==> src/rtl/if_stage_if.sv <==
// Fetch-stage bus: hazard/branch controls in, instruction memory port,
// and the IF/ID register outputs.
interface if_stage_if;
  logic        stall;
  logic        branch_taken;
  logic [31:0] branch_pc4;
  logic [15:0] branch_imm16;
  logic [31:0] imem_addr;
  logic [31:0] imem_data;
  logic [31:0] pc;
  logic [31:0] if_id_inst;
  logic [31:0] if_id_pc4;
  logic        if_id_valid;
  logic        redirect_pending;

  modport master (
    input  stall, branch_taken, branch_pc4, branch_imm16, imem_data,
    output imem_addr, pc, if_id_inst, if_id_pc4, if_id_valid, redirect_pending
  );

  modport slave (
    output stall, branch_taken, branch_pc4, branch_imm16, imem_data,
    input  imem_addr, pc, if_id_inst, if_id_pc4, if_id_valid, redirect_pending
  );
endinterface

==> src/rtl/if_stage.sv <==
// Instruction-fetch stage: PC register, imem address, IF/ID register, and
// a one-deep holding slot for branch redirects that arrive during a stall.
module if_stage #(
  parameter logic [31:0] RESET_PC = 32'h0040_0020,
  parameter logic [31:0] NOP_INST = 32'h0000_0000
) (
  input logic         clk,
  input logic         rst,
  if_stage_if.master  bus
);

  typedef enum logic {RUN, PEND} state_t;

  state_t      state, state_nxt;
  logic [31:0] pc_q, pc_nxt;
  logic [31:0] pend_target, pend_target_nxt;
  logic [31:0] inst_q, inst_nxt;
  logic [31:0] pc4_q, pc4_nxt;
  logic        valid_q, valid_nxt;
  logic [31:0] target;
  logic [31:0] pc_plus4;

  assign target   = bus.branch_pc4 + {{14{bus.branch_imm16[15]}}, bus.branch_imm16, 2'b00};
  assign pc_plus4 = pc_q + 32'd4;

  // Priority: live branch, stalled branch, pending redirect, sequential fetch.
  always_comb begin
    state_nxt       = state;
    pc_nxt          = pc_q;
    pend_target_nxt = pend_target;
    inst_nxt        = inst_q;
    pc4_nxt         = pc4_q;
    valid_nxt       = valid_q;
    if (bus.branch_taken && !bus.stall) begin
      pc_nxt    = target;
      inst_nxt  = NOP_INST;
      pc4_nxt   = '0;
      valid_nxt = 1'b0;
      state_nxt = RUN;
    end else if (bus.branch_taken) begin
      pend_target_nxt = target;
      state_nxt       = PEND;
    end else if (!bus.stall && state == PEND) begin
      pc_nxt    = pend_target;
      inst_nxt  = NOP_INST;
      pc4_nxt   = '0;
      valid_nxt = 1'b0;
      state_nxt = RUN;
    end else if (!bus.stall) begin
      pc_nxt    = pc_plus4;
      inst_nxt  = bus.imem_data;
      pc4_nxt   = pc_plus4;
      valid_nxt = 1'b1;
    end
  end

  always_ff @(posedge clk or posedge rst) begin
    if (rst) begin
      state       <= RUN;
      pc_q        <= RESET_PC;
      pend_target <= '0;
      inst_q      <= NOP_INST;
      pc4_q       <= '0;
      valid_q     <= 1'b0;
    end else begin
      state       <= state_nxt;
      pc_q        <= pc_nxt;
      pend_target <= pend_target_nxt;
      inst_q      <= inst_nxt;
      pc4_q       <= pc4_nxt;
      valid_q     <= valid_nxt;
    end
  end

  assign bus.pc               = pc_q;
  assign bus.imem_addr        = pc_q;
  assign bus.if_id_inst       = inst_q;
  assign bus.if_id_pc4        = pc4_q;
  assign bus.if_id_valid      = valid_q;
  assign bus.redirect_pending = (state == PEND);

endmodule

==> src/flat_wrapper.sv <==
// flat-port wrapper written by rule: the top's interface ports become plain ports
module if_stage_flat 
#(
  parameter logic [31:0] RESET_PC = 32'h0040_0020,
  parameter logic [31:0] NOP_INST = 32'h0000_0000
)
  (clk, rst, bus_stall, bus_branch_taken, bus_branch_pc4, bus_branch_imm16, bus_imem_data, bus_imem_addr, bus_pc, bus_if_id_inst, bus_if_id_pc4, bus_if_id_valid, bus_redirect_pending);
  if_stage_if bus_i ();
  input logic clk;
  input logic rst;
  input wire logic [$bits(bus_i.stall)-1:0] bus_stall;
  input wire logic [$bits(bus_i.branch_taken)-1:0] bus_branch_taken;
  input wire logic [$bits(bus_i.branch_pc4)-1:0] bus_branch_pc4;
  input wire logic [$bits(bus_i.branch_imm16)-1:0] bus_branch_imm16;
  input wire logic [$bits(bus_i.imem_data)-1:0] bus_imem_data;
  output wire logic [$bits(bus_i.imem_addr)-1:0] bus_imem_addr;
  output wire logic [$bits(bus_i.pc)-1:0] bus_pc;
  output wire logic [$bits(bus_i.if_id_inst)-1:0] bus_if_id_inst;
  output wire logic [$bits(bus_i.if_id_pc4)-1:0] bus_if_id_pc4;
  output wire logic [$bits(bus_i.if_id_valid)-1:0] bus_if_id_valid;
  output wire logic [$bits(bus_i.redirect_pending)-1:0] bus_redirect_pending;
  assign bus_i.stall = bus_stall;
  assign bus_i.branch_taken = bus_branch_taken;
  assign bus_i.branch_pc4 = bus_branch_pc4;
  assign bus_i.branch_imm16 = bus_branch_imm16;
  assign bus_i.imem_data = bus_imem_data;
  assign bus_imem_addr = bus_i.imem_addr;
  assign bus_pc = bus_i.pc;
  assign bus_if_id_inst = bus_i.if_id_inst;
  assign bus_if_id_pc4 = bus_i.if_id_pc4;
  assign bus_if_id_valid = bus_i.if_id_valid;
  assign bus_redirect_pending = bus_i.redirect_pending;
  if_stage #(.RESET_PC(RESET_PC), .NOP_INST(NOP_INST)) u_core (.clk(clk), .rst(rst), .bus(bus_i));
endmodule
==> config.mk <==
export PLATFORM = sky130hd
export DESIGN_NAME = if_stage_flat
export DESIGN_NICKNAME = d
export VERILOG_FILES = /design/src/rtl/if_stage_if.sv /design/src/rtl/if_stage.sv /design/src/flat_wrapper.sv
export SDC_FILE = /design/constraint.sdc
export NUM_CORES = 1
export LEC_CHECK = 0
export CORE_MARGIN = 2
export CORE_UTILIZATION = 50
export DETAILED_ROUTE_END_ITERATION = 10
export GPL_TIMING_DRIVEN = 0
export PLACE_DENSITY_LB_ADDON = 0.08
export SLEW_MARGIN = 20
export SYNTH_ARGS = -nofsm -noshare
export SYNTH_HDL_FRONTEND = slang
export SYNTH_SLANG_ARGS = --single-unit
==> constraint.sdc <==
create_clock -name clk -period 5.8 [get_ports clk]
set_input_delay 1.16 -clock clk [delete_from_list [all_inputs] [get_ports clk]]
set_output_delay 1.16 -clock clk [all_outputs]
set_load 0.02 [all_outputs]
==> impl_metrics.json <==
{
  "status": "finished, final reports clean",
  "pwr-share-clk_pct": 34.7,
  "p_int_mw": 2.46,
  "cpMostUsedCell": "o21ai_0",
  "endpoint_kind": "flip-flop",
  "cts_setup_buffers": 0,
  "antennaDiodeCount": 0,
  "setup-violations-final": 0,
  "final_common_cell": "clkdlybuf4s50_1",
  "hold_violations": 0,
  "area_growth_pct": 38.8,
  "p_leak_nw": 4.68,
  "dp.cells": 1400,
  "synthCells": 970,
  "cp.required_ns": 6.05,
  "clock_path_buffers": 2,
  "synth_edf_count": 0,
  "combPwrFrac_pct": 32.6,
  "dieWidth_um": 131,
  "clkLatencyLatePin_ns": 0.42,
  "p_per_area_mw_per_mm2": 326,
  "grt_pass1_wl_um": 42700,
  "drive_gt1_share_pct": 7.24,
  "grt_max_degree": 68,
  "fmax_mhz": 258,
  "switchingPower_mw": 1.20,
  "io_pins": 214,
  "drtIter0Drc": 930,
  "routabilityCongestion": 0.935,
  "critPathMaxFanout": 15,
  "ant_nets": 0,
  "h-tree-depth": 4,
  "wl_um": 26700,
  "cts.sinks": 130,
  "initial_core_util_pct": 51.1,
  "numPortBuffers": 213,
  "yosysUniqueCellTypes": 70,
  "num_rows": 46,
  "hpwl_um": 19700,
  "slew_violations": 0,
  "clkTransAtPathRegs_ns": 0.06,
  "seq_power_share_pct": 32.7,
  "drv_cap": 0,
  "slowest_stage": "clkdlybuf4s50_1",
  "ys_seq_area_share_pct": 40.3,
  "grt_pass1_vias": 7952,
  "period_needed_ns": 3.88,
  "dr.pass1.iters": 6,
  "routed_via_density": 5.92,
  "final.fill_count": 1315,
  "syn-num-nets": 1085,
  "swShare_pct": 32.7,
  "criticalPathCategory": "in -> reg",
  "min_period_over_period_pct": 66.9,
  "synth_area_mm2": 0.00808,
  "dr_total_vias": 8473,
  "clock_skew_ns": 0.00780,
  "ys_warn_count": 0,
  "cts_resized": 0,
  "core-area_mm2": 0.0158,
  "slowest_delay_ns": 0.85,
  "wl_per_cell_um": 18.7,
  "antenna_found_initial": 0,
  "die-area_mm2": 0.0172,
  "root_buffer": "clkbuf_16",
  "rsz0062_at_grt": "false",
  "hold_depth": 2,
  "hold_buffers": 0,
  "worst-r2r-setup-slack_ns": 2.89,
  "stdcell_count": 1432,
  "grt_overflow": 0,
  "worstPathArrival_ns": 4.13,
  "peakVddDrop_v": 0.000200,
  "critPathLaunchType": "primary input",
  "worstMarginPinSlew_ns": 0.827,
  "avgSynthCellArea_um2": 8.33,
  "crit_chain": "clkdlybuf4s50_1 > ha_1 > clkbuf_1 > a211oi_1 > o21ai_0 > a221oi_1 > o21ai_0 > a21oi_1 > xnor2_1 > o221ai_1",
  "synth_async_sr_flop_share_pct": 100,
  "fin_nets": 1318,
  "synth-seq-cells": 130,
  "hold_path_class": "reg -> reg",
  "r2r.worst_path.cells": 6,
  "synthFlopType": "dfrtp_1",
  "cts_tree": "yes",
  "remaining_drc_errors": 0,
  "post-route-util_pct": 70.9,
  "final_cell_mix": "clkdlybuf4s50_1, nand2_1, o21ai_0, dfrtp_1, clkbuf_1",
  "cts-buffers-inserted": 17,
  "grt_usage_pct": 30.9,
  "slew_headroom_pct": 44.7,
  "die_h_um": 131
}
==> logic make-up after synthesis <==
group | Yosys count | synth area share (%)
AO/OA/AOI/OAI | 287 | 21.7
XOR/XNOR | 52 | 5.63
buffers and inverters | 112 | 6.80
AND/OR/NAND/NOR | 349 | 19.4
multiplexers | 9 | 1.24
adder cells (fa/ha/maj) | 31 | 4.89
flip-flops | 130 | 40.3
==> power groups by stage <==
stage	Sequential, mW	Clock (mW)	Combinational, mW
after global routing	1.21	1.32	1.28
after global placement	1.20	0	1.16
final	1.20	1.27	1.19
after detailed placement	1.21	0	1.17
after CTS	1.19	1.27	1.18
after floorplan	1.28	0	0.572
==> sequential cells by signal, indices dropped and copies added (netlist names) <==
signal	count
u_core.bus.redirect_pending	1
u_core.bus.if_id_valid	1
u_core.pend_target	32
u_core.bus.imem_addr	32
u_core.bus.if_id_pc4	32
u_core.bus.if_id_inst	32
==> metrics by stage <==
stage / cell area (um^2) / hold WS [ns] / setup TNS, ns / total power [mW] / setup slack, ns
3_3_place_gp: 10500 / 0.454 / -79.44 / 2.35 / -0.630
2_1_floorplan: 8080 / 0.441 / 0 / 1.85 / 1.17
6_report: 11200 / 0.476 / 0 / 3.66 / 1.92
4_1_cts: 11200 / 0.474 / 0 / 3.65 / 1.95
5_1_grt: 11200 / 0.498 / 0 / 3.80 / 1.68
3_5_place_dp: 10500 / 0.466 / 0 / 2.38 / 1.53
==> layer usage <==
metal / share of wire, % / GRT usage, % / vias up
li1: - / - / 3893
met1: 41 / 40.5 / 4012
met2: 47 / 50.7 / 487
met3: 9.3 / 6.98 / 81
met4: 2.8 / 10.5 / 0
met5: 0 / 0 / -
==> Yosys cell counts (6+ instances only) <==
library cell	number	area [um^2]
a31oi_1	6	37.5
a21o_1	10	75.1
nand2_1	197	739
buf_4	34	255
o211ai_1	11	82.6
and3_1	16	100
xor2_1	29	254
nor2_1	51	191
o21ai_0	132	661
o221ai_1	14	123
xnor2_1	23	201
dfrtp_1	128	3200
a211oi_1	9	67.6
ha_1	30	375
nand3_1	19	95.1
clkbuf_1	54	203
mux2_2	8	90.1
a21oi_1	51	255
inv_1	19	71.3
o31ai_1	6	45.0
nor4_1	6	37.5
nand2b_1	6	37.5
nand4_1	14	87.6
nor3_1	14	70.1
a22oi_1	9	67.6
==> final timing paths <==
path	from	endpoint
setup / recovery	bus_branch_imm16[15]	u_core.bus.imem_addr[31]
hold / removal	u_core.bus.if_id_inst[0]	u_core.bus.if_id_inst[0]
setup reg to reg	u_core.bus.imem_addr[5]	u_core.bus.imem_addr[25]
hold reg to reg	u_core.bus.if_id_inst[0]	u_core.bus.if_id_inst[0]
max in group asynchronous	rst	u_core.bus.imem_addr[22]
min in group asynchronous	rst	u_core.bus.if_id_pc4[10]
==> layout make-up <==
cell class                 count  area (um^2)  share of cell area (%)
tap                          216          270                    2.41
sequential                   130         3260                    29.0
clock inverter                13          254                    2.26
clock buffer                  19          443                    3.95
multi-input combinational    728         4280                    38.1
buffer                        92          474                    4.23
timing repair buffer         214         2160                    19.3
inverter                      20         82.6                   0.736
==> critical path, delay by kind of cell <==
kind                     cells  cell delay [ns]
AO/OA/AOI/OAI                6             1.33
XOR/XNOR                     1             0.24
buffers and inverters        2             1.06
adder cells (fa/ha/maj)      1             0.33
(Power assumes the default switching activity.)
